<file path="config.mk">
export PLATFORM = sky130hd
export DESIGN_NAME = lock_input_conditioner_flat
export DESIGN_NICKNAME = d
export VERILOG_FILES = /design/src/rtl/lock_pkg.sv /design/src/rtl/lock_input_conditioner_if.sv /design/src/rtl/btn_debounce.sv /design/src/rtl/lock_input_conditioner.sv /design/src/flat_wrapper.sv
export SDC_FILE = /design/constraint.sdc
export NUM_CORES = 1
export LEC_CHECK = 0
export BUFFER_PORTS_ARGS = -buffer_cell sky130_fd_sc_hd__buf_2
export CAP_MARGIN = 20
export CORE_MARGIN = 2
export CORE_UTILIZATION = 57
export DETAILED_ROUTE_END_ITERATION = 8
export GPL_TIMING_DRIVEN = 0
export PLACE_DENSITY = 0.79
export SKIP_CTS_REPAIR_TIMING = 1
export SLEW_MARGIN = 20
export SYNTH_ARGS = -nofsm -noshare
export SYNTH_HDL_FRONTEND = slang
export SYNTH_SLANG_ARGS = --single-unit
</file>
<file path="constraint.sdc">
create_clock -name clk -period 2.6 [get_ports clk]
set_input_delay 0.13 -clock clk [delete_from_list [all_inputs] [get_ports clk]]
set_output_delay 0.13 -clock clk [all_outputs]
set_load 0.1 [all_outputs]
</file>
<file path="src/rtl/lock_pkg.sv">
// Shared lock types: code width, button indices, lock FSM state encoding.
// Used by the input conditioner and by the downstream lock FSM.
package lock_pkg;

    localparam int CODE_W    = 7;
    localparam int BTN_SET   = 0;
    localparam int BTN_ENTER = 1;

    typedef enum logic [2:0] {
        ST_IDLE           = 3'd0,
        ST_SET_AWAITING   = 3'd1,
        ST_OPENED         = 3'd2,
        ST_ALARM          = 3'd3,
        ST_INPUT_PASSWORD = 3'd4
    } lock_state_e;

    // Bits needed to hold a count of 0..n inclusive.
    function automatic int cnt_w(input int n);
        return (n < 1) ? 1 : $clog2(n + 1);
    endfunction

endpackage

</file>
<file path="src/rtl/lock_input_conditioner_if.sv">
// Pad-side inputs and conditioned event outputs of the lock input stage.
// master drives the raw pads; slave is the conditioner.
interface lock_input_conditioner_if #(
    parameter int N_BTN  = 2,
    parameter int CODE_W = lock_pkg::CODE_W
);

    logic [N_BTN-1:0]  btn_raw;
    logic [CODE_W-1:0] code_raw;
    logic [N_BTN-1:0]  btn_level;
    logic [N_BTN-1:0]  btn_press;
    logic [N_BTN-1:0]  btn_release;
    logic [CODE_W-1:0] code_snap;
    logic              code_stable;
    logic [N_BTN-1:0]  btn_long;

    modport master (
        output btn_raw, code_raw,
        input  btn_level, btn_press, btn_release,
        input  code_snap, code_stable, btn_long
    );

    modport slave (
        input  btn_raw, code_raw,
        output btn_level, btn_press, btn_release,
        output code_snap, code_stable, btn_long
    );

endinterface

</file>
<file path="src/rtl/btn_debounce.sv">
// One button: synchroniser, debounce counter, edge pulses.
// Long-press hold counter only when LONG_PRESS_EN is defined.
module btn_debounce
    import lock_pkg::*;
#(
    parameter int SYNC_STAGES  = 2,
    parameter int DEBOUNCE_CYC = 1000
`ifdef LONG_PRESS_EN
    ,
    parameter int LONG_CYC     = 50000
`endif
) (
    input  logic clk,
    input  logic rst,
    input  logic btn_raw,
    output logic level,
    output logic press,
    output logic unpress,
    output logic press_nxt,
    output logic long_press
);

    localparam int CW = cnt_w(DEBOUNCE_CYC);
    localparam logic [CW-1:0] TERM = CW'(DEBOUNCE_CYC - 1);

    logic [SYNC_STAGES-1:0] sync_q;
    logic [CW-1:0]          cnt;
    logic                   synced;
    logic                   toggle;

    assign synced    = sync_q[SYNC_STAGES-1];
    assign toggle    = (synced != level) && (cnt == TERM);
    assign press_nxt = toggle && !level;

    // Plain flop chain, nothing between stages.
    always_ff @(posedge clk) begin
        if (rst) sync_q <= '0;
        else     sync_q <= {sync_q[SYNC_STAGES-2:0], btn_raw};
    end

    // Qualify a level change; any return to level restarts the count.
    always_ff @(posedge clk) begin
        if (rst) begin
            cnt     <= '0;
            level   <= 1'b0;
            press   <= 1'b0;
            unpress <= 1'b0;
        end else begin
            press   <= toggle && !level;
            unpress <= toggle && level;
            if (synced == level || toggle) cnt <= '0;
            else                           cnt <= cnt + 1'b1;
            if (toggle) level <= ~level;
        end
    end

`ifdef LONG_PRESS_EN
    localparam int HW = cnt_w(LONG_CYC);
    localparam logic [HW-1:0] HTERM = HW'(LONG_CYC - 1);
    localparam logic [HW-1:0] HSAT  = HW'(LONG_CYC);

    logic [HW-1:0] hcnt;
    logic          long_q;

    assign long_press = long_q;

    // Hold counter saturates past terminal so a held button fires once.
    always_ff @(posedge clk) begin
        if (rst) begin
            hcnt   <= '0;
            long_q <= 1'b0;
        end else begin
            long_q <= level && (hcnt == HTERM);
            if (!level)            hcnt <= '0;
            else if (hcnt != HSAT) hcnt <= hcnt + 1'b1;
        end
    end
`else
    assign long_press = 1'b0;
`endif

endmodule

</file>
<file path="src/rtl/lock_input_conditioner.sv">
// Lock input stage: per-button debounce plus code snapshot and stability.
// Optional long-press events: define LONG_PRESS_EN.
module lock_input_conditioner #(
    parameter int N_BTN        = 2,
    parameter int CODE_W       = lock_pkg::CODE_W,
    parameter int SYNC_STAGES  = 2,
    parameter int DEBOUNCE_CYC = 1000,
    parameter int LONG_CYC     = 50000
) (
    input logic                     clk,
    input logic                     rst,
    lock_input_conditioner_if.slave bus
);

    import lock_pkg::*;

    localparam int SW = cnt_w(DEBOUNCE_CYC);
    localparam logic [SW-1:0] STERM = SW'(DEBOUNCE_CYC - 1);

    if (SYNC_STAGES < 2 || DEBOUNCE_CYC < 1 || LONG_CYC < 1) begin : g_bad_param
        $error("lock_input_conditioner: bad parameter");
    end

    logic [N_BTN-1:0]  press_nxt;
    logic [CODE_W-1:0] code_sync_q [SYNC_STAGES];
    logic [CODE_W-1:0] code_sync;
    logic [CODE_W-1:0] code_prev_q;
    logic [SW-1:0]     scnt;
    logic [CODE_W-1:0] snap_q;
    logic              stable_q;

    for (genvar i = 0; i < N_BTN; i++) begin : g_btn
        btn_debounce #(
            .SYNC_STAGES  (SYNC_STAGES),
            .DEBOUNCE_CYC (DEBOUNCE_CYC)
`ifdef LONG_PRESS_EN
            ,
            .LONG_CYC     (LONG_CYC)
`endif
        ) u_btn (
            .clk        (clk),
            .rst        (rst),
            .btn_raw    (bus.btn_raw[i]),
            .level      (bus.btn_level[i]),
            .press      (bus.btn_press[i]),
            .unpress    (bus.btn_release[i]),
            .press_nxt  (press_nxt[i]),
            .long_press (bus.btn_long[i])
        );
    end

    assign code_sync       = code_sync_q[SYNC_STAGES-1];
    assign bus.code_snap   = snap_q;
    assign bus.code_stable = stable_q;

    // Code switch synchroniser, one flop chain per bit.
    always_ff @(posedge clk) begin
        if (rst) begin
            for (int i = 0; i < SYNC_STAGES; i++) code_sync_q[i] <= '0;
        end else begin
            code_sync_q[0] <= bus.code_raw;
            for (int i = 1; i < SYNC_STAGES; i++) code_sync_q[i] <= code_sync_q[i-1];
        end
    end

    // Stable flag: drop on any change, rise after a quiet window.
    always_ff @(posedge clk) begin
        if (rst) begin
            code_prev_q <= '0;
            scnt        <= '0;
            stable_q    <= 1'b0;
        end else begin
            code_prev_q <= code_sync;
            if (code_sync != code_prev_q) begin
                scnt     <= '0;
                stable_q <= 1'b0;
            end else if (scnt == STERM) begin
                stable_q <= 1'b1;
            end else begin
                scnt <= scnt + 1'b1;
            end
        end
    end

    // Snapshot lands together with the press pulse.
    always_ff @(posedge clk) begin
        if (rst)             snap_q <= '0;
        else if (|press_nxt) snap_q <= code_sync;
    end

endmodule

</file>
<file path="src/flat_wrapper.sv">
// flat-port wrapper written by rule: the top's interface ports become plain ports
module lock_input_conditioner_flat import lock_pkg::*;
#(
    parameter int N_BTN        = 2,
    parameter int CODE_W       = lock_pkg::CODE_W,
    parameter int SYNC_STAGES  = 2,
    parameter int DEBOUNCE_CYC = 1000,
    parameter int LONG_CYC     = 50000
)
  (clk, rst, bus_btn_raw, bus_code_raw, bus_btn_level, bus_btn_press, bus_btn_release, bus_code_snap, bus_code_stable, bus_btn_long);
  lock_input_conditioner_if #(.N_BTN(N_BTN), .CODE_W(CODE_W)) bus_i ();
  input logic clk;
  input logic rst;
  input wire logic [$bits(bus_i.btn_raw)-1:0] bus_btn_raw;
  input wire logic [$bits(bus_i.code_raw)-1:0] bus_code_raw;
  output wire logic [$bits(bus_i.btn_level)-1:0] bus_btn_level;
  output wire logic [$bits(bus_i.btn_press)-1:0] bus_btn_press;
  output wire logic [$bits(bus_i.btn_release)-1:0] bus_btn_release;
  output wire logic [$bits(bus_i.code_snap)-1:0] bus_code_snap;
  output wire logic [$bits(bus_i.code_stable)-1:0] bus_code_stable;
  output wire logic [$bits(bus_i.btn_long)-1:0] bus_btn_long;
  assign bus_i.btn_raw = bus_btn_raw;
  assign bus_i.code_raw = bus_code_raw;
  assign bus_btn_level = bus_i.btn_level;
  assign bus_btn_press = bus_i.btn_press;
  assign bus_btn_release = bus_i.btn_release;
  assign bus_code_snap = bus_i.code_snap;
  assign bus_code_stable = bus_i.code_stable;
  assign bus_btn_long = bus_i.btn_long;
  lock_input_conditioner #(.N_BTN(N_BTN), .CODE_W(CODE_W), .SYNC_STAGES(SYNC_STAGES), .DEBOUNCE_CYC(DEBOUNCE_CYC), .LONG_CYC(LONG_CYC)) u_core (.clk(clk), .rst(rst), .bus(bus_i));
endmodule
</file>
==> impl_metrics.json, run 1 <==
{
  "criticalPathCategory": "flop to flop",
  "post_synth.cell_area_avg_um2": 10.0,
  "tritoncts_num_sinks": 69,
  "power_uw": 2200,
  "layout-area-overhead-vs-synth_pct": 18.4,
  "route.final.wire_length_um": 3920,
  "max_cap_violations": 0,
  "ys_ff_latch": 69,
  "final_max_slew_viol_count": 0,
  "yosysWarningCount": 0,
  "post_synth_main_area_contributors": "dfxtp_1, nor2b_1, xor2_1",
  "gp_congestion": 0.786,
  "io_buffers": 24,
  "first_pass_iters": 4,
  "fin_hold_ws_ns": -0.00677,
  "synthCells": 257,
  "timing_hold_violations_final": 2,
  "detail-route-antenna-nets": 0,
  "sequential_element_share_of_the_synthesized_area_pct": 53.6,
  "max-clock-path-buffers": 2,
  "least_setup_slack_across_all_paths_after_layout_ns": 0.382,
  "grt_pass1_wl_um": 6520,
  "period_share_pct": 85.3,
  "antenna_cells_inserted": 0,
  "critical_path.max_fanout": 7,
  "clock.fmax_ghz": 0.451,
  "filler_cell_count": 306,
  "coreArea_um2": 4350,
  "grt_setup_unrepaired": "false",
  "area_share_of_the_leading_cell_type_in_the_synthesized_netlist_pct": 53.6,
  "switching_share_pct": 20.7,
  "power.clock.fraction_pct": 47.5,
  "static-leakage-power_uw": 0.00125,
  "number_of_buffers_created_by_cts": 9,
  "fin_worst_skew_ns": 0.00820,
  "final_net_count": 311,
  "worst-endpoint-required_ns": 2.84,
  "ctsHtreeMaxLevel": 3,
  "row_count": 24,
  "die_h_um": 71.2,
  "fin_crit_ns": 2.22,
  "groute.usage.overall_pct": 16.9,
  "wl_per_cell_um": 11.1,
  "mostFrequentLayoutCell": "dfxtp_1",
  "pre_cts_ws_ns": 0.394,
  "status": "finished, violations left",
  "power_per_cell_area_nw_per_um2": 722,
  "floorplan.initialDensity_pct": 59.1,
  "placed_area_um2": 2760,
  "num_vias": 1724,
  "floorplan.die.width_um": 71.2,
  "number_of_global_route_vias_before_repair": 1534,
  "post_drt_via_cell_ratio": 4.87,
  "min_path_type": "input pin to flop",
  "ioPinCount": 27,
  "timing.setup.tns_ns": 0,
  "most-common-layout-cells": "dfxtp_1, nor2_1, nor2b_1",
  "combinationalPowerShare_pct": 3.3,
  "globalRoute.totalOverflow": 0,
  "total_switching_power_uw": 456,
  "finalCoreUtilization_pct": 70.0,
  "setup.worst_path.start_class": "flop",
  "cts.clk_slew.worst_paths_ns": 0.07,
  "intPower_uw": 1750,
  "clk_root_buffer_cell": "clkbuf_8",
  "count_of_cell_types_in_the_netlist": 28,
  "share_seq_of_total_power_pct": 49.2,
  "critical_path.endpoint_type": "flop",
  "place.detailed.hpwl_um": 2690,
  "cp_data_arrival_time_ns": 2.45,
  "clock_latency_ns": 0.35,
  "drt_iter0_markers": 33,
  "timing.final.setup_violations": 0,
  "synthesis.area_um2": 2570,
  "violations": "negative hold slack",
  "tritoncts_clock_tree": "yes",
  "vdd_drop_max_uv": 461,
  "remaining_drc_errors": 0,
  "grt_antenna_before_repair": 0,
  "synth_area_leader_cell": "dfxtp_1",
  "die-area_um2": 5070,
  "pin_count_of_the_biggest_net_entering_global_routing": 14,
  "final_layout_size_suffix_gt1_share_pct": 18.9,
  "post-route-cell-area_um2": 3050
}
## cells by family after synthesis
| logic type | count (synthesis) | synth area share, % |
|---|---|---|
| AOI/OAI and AO/OA | 6 | 1.85 |
| and+or+nand+nor | 123 | 24.8 |
| buffers and inverters | 15 | 3.64 |
| DFF | 69 | 53.6 |
| adders and majority gates | 3 | 1.46 |
| xor gates and xnor gates | 30 | 10.2 |
| muxes | 10 | 4.23 |
| other | 1 | 0.146 |
## power groups by stage
| stage | Combinational, µW | Clock (µW) | Sequential (µW) |
|---|---|---|---|
| after floorplan | 51.5 | 0 | 1110 |
| after global placement | 66.0 | 0 | 1110 |
| after detailed placement | 67.7 | 0 | 1110 |
| after CTS | 67.9 | 1080 | 1080 |
| after global routing | 80.1 | 1110 | 1090 |
| final | 71.6 | 1050 | 1080 |
## critical path, stage by stage (launching register included)
cell and delay [ns]:
dfxtp_1 0.39, ha_1 0.28, nand4_1 0.11, or4_1 0.50
buf_6 0.16, o22ai_4 0.30, mux2_2 0.37
## cell type report
class,count,area (µm²),share of cell area (%)
plain buffers,14,90.1,2.95
multi-input cells,174,1100,36.2
repair buffers,28,160,5.25
clock buffers,9,124,4.06
flip-flops and latches,69,1380,45.3
well taps,52,65.1,2.13
inverters,1,3.75,0.123
clock inverters,7,121,3.98
## cell usage after synthesis
master,number
nor4bb_1,2
buf_6,1
nand3_1,9
and3_1,4
ha_1,3
dfxtp_1,69
nand2b_1,4
nor2_1,33
nand4_1,5
o22ai_4,1
nor2b_1,32
or4_1,1
mux2_2,7
and2_1,3
nor3_1,8
buf_4,8
and4_1,2
conb_1,1
buf_1,1
mux2i_1,3
nand2_1,16
a21oi_1,4
clkbuf_1,4
xnor2_1,13
a211oi_1,1
xor2_1,17
nor4_1,4
inv_1,1
## through the flow
| step | cells | hold WS, ns |
|---|---|---|
| 2_1_floorplan | 258 | 0.210 |
| 3_3_place_gp | 334 | 0.337 |
| 3_5_place_dp | 334 | 0.345 |
| 4_1_cts | 350 | -0.0302 |
| 5_1_grt | 354 | 0.00175 |
| 6_report | 354 | -0.00677 |
## sequential cells by signal, summed over array words and instances (netlist names), 2 cells and up
signal and cells:
u_core.bus.code_snap 7, u_core.scnt 10, u_core.g_btn.u_btn.cnt 20, u_core.g_btn.u_btn.press 2
u_core.code_prev_q 7, u_core.code_sync_q 14, u_core.g_btn.u_btn.unpress 2, u_core.g_btn.u_btn.sync_q 4
u_core.g_btn.u_btn.level 2
## worst paths after layout
| path | start | end | slack, ns | cells after the start |
|---|---|---|---|---|
| hold reg to reg | u_core.code_sync_q[0][6]$_SDFF_PP0_ | u_core.code_sync_q[0][13]$_SDFF_PP0_ | 0.44 | 1 |
| hold / removal | bus_code_raw[6] | u_core.code_sync_q[0][6]$_SDFF_PP0_ | -0.007 | 2 |
| setup / recovery | u_core.g_btn[1].u_btn.cnt[0]$_SDFF_PP0_ | u_core.bus.code_snap[3]$_SDFFE_PP0P_ | 0.38 | 6 |
| setup reg to reg | u_core.g_btn[1].u_btn.cnt[0]$_SDFF_PP0_ | u_core.bus.code_snap[3]$_SDFFE_PP0P_ | 0.38 | 6 |
## per-layer routing
metal	vias to the layer above	track usage (%)	routed length, µm
li1	916	-	-
met1	769	19.9	1810
met2	31	26.1	1850
met3	8	8.86	194
met4	0	6.92	76
met5	-	0	0
(Power assumes the default switching activity.)
==> run 2: changes to the inputs <==
PLACE_DENSITY = 0.78   (was 0.79)
==> impl_metrics.json, run 2 (synthesis gave the netlist of run 1 again) <==
{
  "floorplan.die.width_um": 71.2,
  "detail-route-antenna-nets": 0,
  "top_register": "u_core.g_btn.u_btn.cnt",
  "cpMaxStageDelayCell": "or4_1",
  "setup.worst_path.start_class": "flop",
  "timing.setup.tns_ns": 0,
  "route.top_layer_used": "met4",
  "final_max_slew_viol_count": 0,
  "fin_crit_ns": 2.16,
  "remaining_drc_errors": 0,
  "criticalPathCategory": "flop to flop",
  "wl_met2_um": 1750,
  "placed_cells_incl_taps": 334,
  "critical_path.cell_chain": "ha_1, nand4_1, or4_1, buf_6, o22ai_4, mux2_2",
  "met3_routed_wirelength_um": 178,
  "path_buf_inv": 1,
  "top_regs": "u_core.g_btn.u_btn.cnt: 20 flops, u_core.code_sync_q: 14 flops, u_core.scnt: 10 flops",
  "clk_root_buffer_cell": "clkbuf_8",
  "rr_startpoint": "u_core.g_btn[1].u_btn.cnt[0]$_SDFF_PP0_",
  "gp_congestion": 0.776,
  "critical_path.endpoint_type": "flop",
  "ioPinCount": 27,
  "number_of_buffers_created_by_cts": 9,
  "grt_pass1_wl_um": 6570,
  "die_h_um": 71.2,
  "power.clock.fraction_pct": 42.4,
  "most-common-layout-cells": "dfxtp_1, nor2_1, nor2b_1",
  "static-leakage-power_uw": 0.00122,
  "coreArea_um2": 4350,
  "pre_cts_ws_ns": 0.419,
  "first_pass_iters": 4,
  "status": "finished, final reports clean",
  "max_cap_violations": 0,
  "post_drt_via_cell_ratio": 4.93,
  "largest_register_ff_count": 20,
  "multi_input_gate_area_in_the_final_layout_um2": 1100,
  "post-route-cell-area_um2": 3010,
  "drt_iter0_markers": 59,
  "max_stage_delay_ns": 0.49,
  "die-area_um2": 5070,
  "final_net_count": 312,
  "combinationalPowerShare_pct": 3.6,
  "area_used_by_sequential_logic_in_the_layout_um2": 1380,
  "vdd_drop_max_uv": 424,
  "num_vias": 1750,
  "min_from": "bus_code_raw[5]",
  "tritoncts_clock_tree": "yes",
  "placed_area_um2": 2760,
  "antenna_cells_inserted": 0,
  "grt_setup_unrepaired": "false",
  "fin_worst_skew_ns": 0.00800,
  "critical_path.max_fanout": 7,
  "max-clock-path-buffers": 2,
  "cts.clk_slew.worst_paths_ns": 0.07,
  "cp_top_family": "simple AND/OR/NAND/NOR gates",
  "switching_share_pct": 22.8,
  "row_count": 24,
  "final_cells": 355,
  "ctsHtreeMaxLevel": 3,
  "filler_cell_count": 334,
  "tritoncts_num_sinks": 69,
  "timing.final.setup_violations": 0,
  "route.final.wire_length_um": 3800,
  "min_path_type": "input pin to flop",
  "clock_latency_ns": 0.35,
  "intPower_uw": 1550,
  "share_seq_of_total_power_pct": 54.0,
  "io_buffers": 24,
  "mostFrequentLayoutCell": "dfxtp_1",
  "finalCoreUtilization_pct": 69.2,
  "wl_per_cell_um": 10.7,
  "cp_data_arrival_time_ns": 2.39,
  "power_per_cell_area_nw_per_um2": 666,
  "wl_met1_um": 1770,
  "pin_count_of_the_biggest_net_entering_global_routing": 14,
  "worst-endpoint-required_ns": 2.83,
  "place.detailed.hpwl_um": 2630,
  "floorplan.initialDensity_pct": 59.1,
  "crit_start": "u_core.g_btn[1].u_btn.cnt[0]$_SDFF_PP0_",
  "timing_hold_violations_final": 0,
  "total_switching_power_uw": 457,
  "groute.usage.overall_pct": 17.0,
  "final_layout_size_suffix_gt1_share_pct": 18.8,
  "period_share_pct": 83.1,
  "layout-area-overhead-vs-synth_pct": 17.0,
  "number_of_global_route_vias_before_repair": 1607,
  "clock.fmax_ghz": 0.463,
  "grt_antenna_before_repair": 0,
  "least_setup_slack_across_all_paths_after_layout_ns": 0.439,
  "globalRoute.totalOverflow": 0
}
## run 2: cell types whose count changed in the layout (fill, tap and decap cells not counted), sizes merged
cell         delta
bufinv          -2
clkinv          -1
clkinvlp        +3
dlygate4sd3     +1
## run 2: metrics by stage
stage               hold WS, ns  power, µW
floorplan                 0.210       1160
global placement          0.338       1170
detailed placement        0.345       1180
CTS                     -0.0267       2030
global route             0.0184       2080
finish                   0.0139       2010
## run 2: path summary, 6_finish.rpt
path,to,slack [ns],cells past startpoint
worst max-delay path,u_core.bus.code_snap[5]$_SDFFE_PP0P_,0.44,6
worst min-delay path,u_core.code_sync_q[0][5]$_SDFF_PP0_,0.01,2
worst max register to register,u_core.bus.code_snap[5]$_SDFFE_PP0P_,0.44,6
worst min register to register,u_core.code_sync_q[0][8]$_SDFF_PP0_,0.44,1
## run 2: cell type report
cell class	count	area share (%)
sequential	69	45.8
multi-input combinational	174	36.6
timing repair buffer	29	5.65
clock buffer	9	4.11
buffer	14	2.99
clock inverter	7	2.49
tap	52	2.16
inverter	1	0.125
## run 2: power by group through the flow
stage                     clock [µW]  combinational (µW)  sequential [µW]
after floorplan                    0                51.5             1110
after global placement             0                66.1             1110
after detailed placement           0                67.4             1110
after CTS                        878                67.6             1080
after global routing             917                80.8             1080
final                            852                72.8             1080
## run 2: worst register-to-register path: stages, from the launching register on
cell and delay, ns:
dfxtp_1 0.37, ha_1 0.27, nand4_1 0.11, or4_1 0.49
buf_6 0.15, o22ai_4 0.29, mux2_2 0.37
## run 2: per-layer routing
metal | track usage (%) | up-vias
met5 | 0 | -
li1 | - | 911
met1 | 19.9 | 797
met3 | 5.49 | 9
met4 | 12.6 | 0
met2 | 26.0 | 33
==> run 3: changes to the inputs <==
clock period = 2.03 ns   (was 2.6 ns; I/O delays follow)
==> impl_metrics.json, run 3 (synthesis gave the netlist of run 1 again) <==
{
  "fin_hold_ws_ns": -0.0161,
  "reg2reg_slack_ns": 0.01,
  "max_cap_violations": 0,
  "largest_register_ff_count": 20,
  "globalRoute.totalOverflow": 0,
  "layout-area-overhead-vs-synth_pct": 20.9,
  "most-common-layout-cells": "dfxtp_1, nor2_1, nor2b_1",
  "timing.final.setup_violations": 0,
  "detail-route-antenna-nets": 0,
  "post_drt_via_cell_ratio": 4.89,
  "antenna_cells_inserted": 0,
  "max_stage_delay_ns": 0.36,
  "criticalPathCategory": "flop to flop",
  "final_layout_size_suffix_gt1_share_pct": 21.4,
  "drt_iter0_markers": 63,
  "clock.fmax_ghz": 0.496,
  "critical_path.max_fanout": 7,
  "static-leakage-power_uw": 0.00125,
  "cts.clk_slew.worst_paths_ns": 0.07,
  "setup.worst_path.start_class": "flop",
  "min_path_type": "input pin to flop",
  "top_register": "u_core.g_btn.u_btn.cnt",
  "top_regs": "u_core.g_btn.u_btn.cnt: 20 flops, u_core.code_sync_q: 14 flops, u_core.scnt: 10 flops",
  "die-area_um2": 5070,
  "grt_antenna_before_repair": 0,
  "final_max_slew_viol_count": 0,
  "place.detailed.hpwl_um": 2630,
  "critical_path.endpoint_type": "flop",
  "cp_data_arrival_time_ns": 2.25,
  "floorplan.initialDensity_pct": 59.1,
  "finalCoreUtilization_pct": 71.5,
  "clock_latency_ns": 0.34,
  "crit_path_end": "u_core.bus.code_snap[6]$_SDFFE_PP0P_",
  "worst-endpoint-required_ns": 2.27,
  "tritoncts_clock_tree": "yes",
  "worst-r2r-cell-count": 6,
  "mostFrequentLayoutCell": "dfxtp_1",
  "pin_count_of_the_biggest_net_entering_global_routing": 14,
  "violations": "negative hold slack",
  "wl_per_cell_um": 11.1,
  "clk_root_buffer_cell": "clkbuf_8",
  "grt_pass1_wl_um": 6570,
  "final_cells": 360,
  "num_vias": 1761,
  "ctsHtreeMaxLevel": 3,
  "route.final.wire_length_um": 3980,
  "io_buffers": 24,
  "cp_top_family": "simple AND/OR/NAND/NOR gates",
  "tritoncts_num_sinks": 69,
  "groute.usage.overall_pct": 17.0,
  "vdd_drop_max_uv": 542,
  "crit_start": "u_core.g_btn[0].u_btn.cnt[0]$_SDFF_PP0_",
  "path_buf_inv": 1,
  "number_of_buffers_created_by_cts": 9,
  "placed_cells_incl_taps": 334,
  "ioPinCount": 27,
  "filler_cell_count": 319,
  "row_count": 24,
  "remaining_drc_errors": 0,
  "first_pass_iters": 4,
  "floorplan.die.width_um": 71.2,
  "status": "finished, violations left",
  "power_per_cell_area_nw_per_um2": 827,
  "final_net_count": 317,
  "critical_path_depth": 6,
  "coreArea_um2": 4350,
  "critical_path.cell_chain": "ha_1, nor4bb_1, nand3_2, o22ai_4, buf_12, mux2_2",
  "rr_startpoint": "u_core.g_btn[0].u_btn.cnt[0]$_SDFF_PP0_",
  "fin_crit_ns": 2.02,
  "cpMaxStageDelayCell": "dfxtp_1",
  "timing_hold_violations_final": 3,
  "max-clock-path-buffers": 2,
  "fin_worst_skew_ns": 0.00690,
  "gp_congestion": 0.776,
  "capture_instance_of_the_worst_register_to_register_path": "u_core.bus.code_snap[6]$_SDFFE_PP0P_",
  "period_share_pct": 99.3,
  "die_h_um": 71.2,
  "number_of_global_route_vias_before_repair": 1607
}
-- run 3: how the worst min path moves through the flow --
stage	end	cells after the start	slack (ns)	start
floorplan	u_core.code_prev_q[0]$_SDFF_PP0_	1	0.18	rst
global placement	u_core.code_sync_q[0][6]$_SDFF_PP0_	2	0.31	bus_code_raw[6]
detailed placement	u_core.g_btn[1].u_btn.sync_q[0]$_SDFF_PP0_	2	0.32	bus_btn_raw[1]
CTS	u_core.code_sync_q[0][1]$_SDFF_PP0_	2	-0.06	bus_code_raw[1]
global route	u_core.code_sync_q[0][3]$_SDFF_PP0_	2	0.0007	bus_code_raw[3]
finish	u_core.code_sync_q[0][3]$_SDFF_PP0_	2	-0.02	bus_code_raw[3]
-- run 3: layout make-up --
cell class              instances  area [µm²]  share of cell area [%]
repair buffers                 34         223                    7.15
well taps                      52        65.1                    2.09
multi-input cells             174        1140                    36.7
plain buffers                  14        90.1                    2.89
inverters                       1        3.75                   0.121
clock inverters                 7        75.1                    2.41
clock buffers                   9         124                    3.98
flip-flops and latches         69        1390                    44.6
-- run 3: layer usage --
layer / GRT usage (%) / share of wire (%) / vias up
met2: 26.0 / 45 / 28
met3: 5.49 / 4.4 / 8
li1: - / - / 929
met4: 12.6 / 2.5 / 0
met5: 0 / 0 / -
met1: 19.9 / 48 / 796
-- run 3: power breakdown --
part | leakage (µW) | switching [µW] | internal, µW
sequential | 0.000562 | 11.2 | 1370
combinational | 0.000600 | 54.3 | 41.1
clock | 0.0000918 | 525 | 570
total | 0.00125 | 590 | 1990
-- run 3: worst register-to-register path, stage by stage, from the launching register on --
cell and delay, ns:
dfxtp_1 0.36, ha_1 0.26, nor4bb_1 0.36, nand3_2 0.24, o22ai_4 0.20, buf_12 0.15
mux2_2 0.33
-- run 3: per-stage QoR --
stage	setup WS, ns	power (µW)	TNS (ns)	cell area [µm²]	hold slack [ns]
3_5_place_dp	-0.151	1510	-1.04	2760	0.317
4_1_cts	-0.163	2600	-1.10	2960	-0.0552
5_1_grt	-0.0187	2670	-0.0341	3110	0.000687
3_3_place_gp	-0.172	1500	-1.17	2760	0.310
6_report	0.0145	2580	0	3110	-0.0161
2_1_floorplan	0.0138	1480	0	2580	0.182
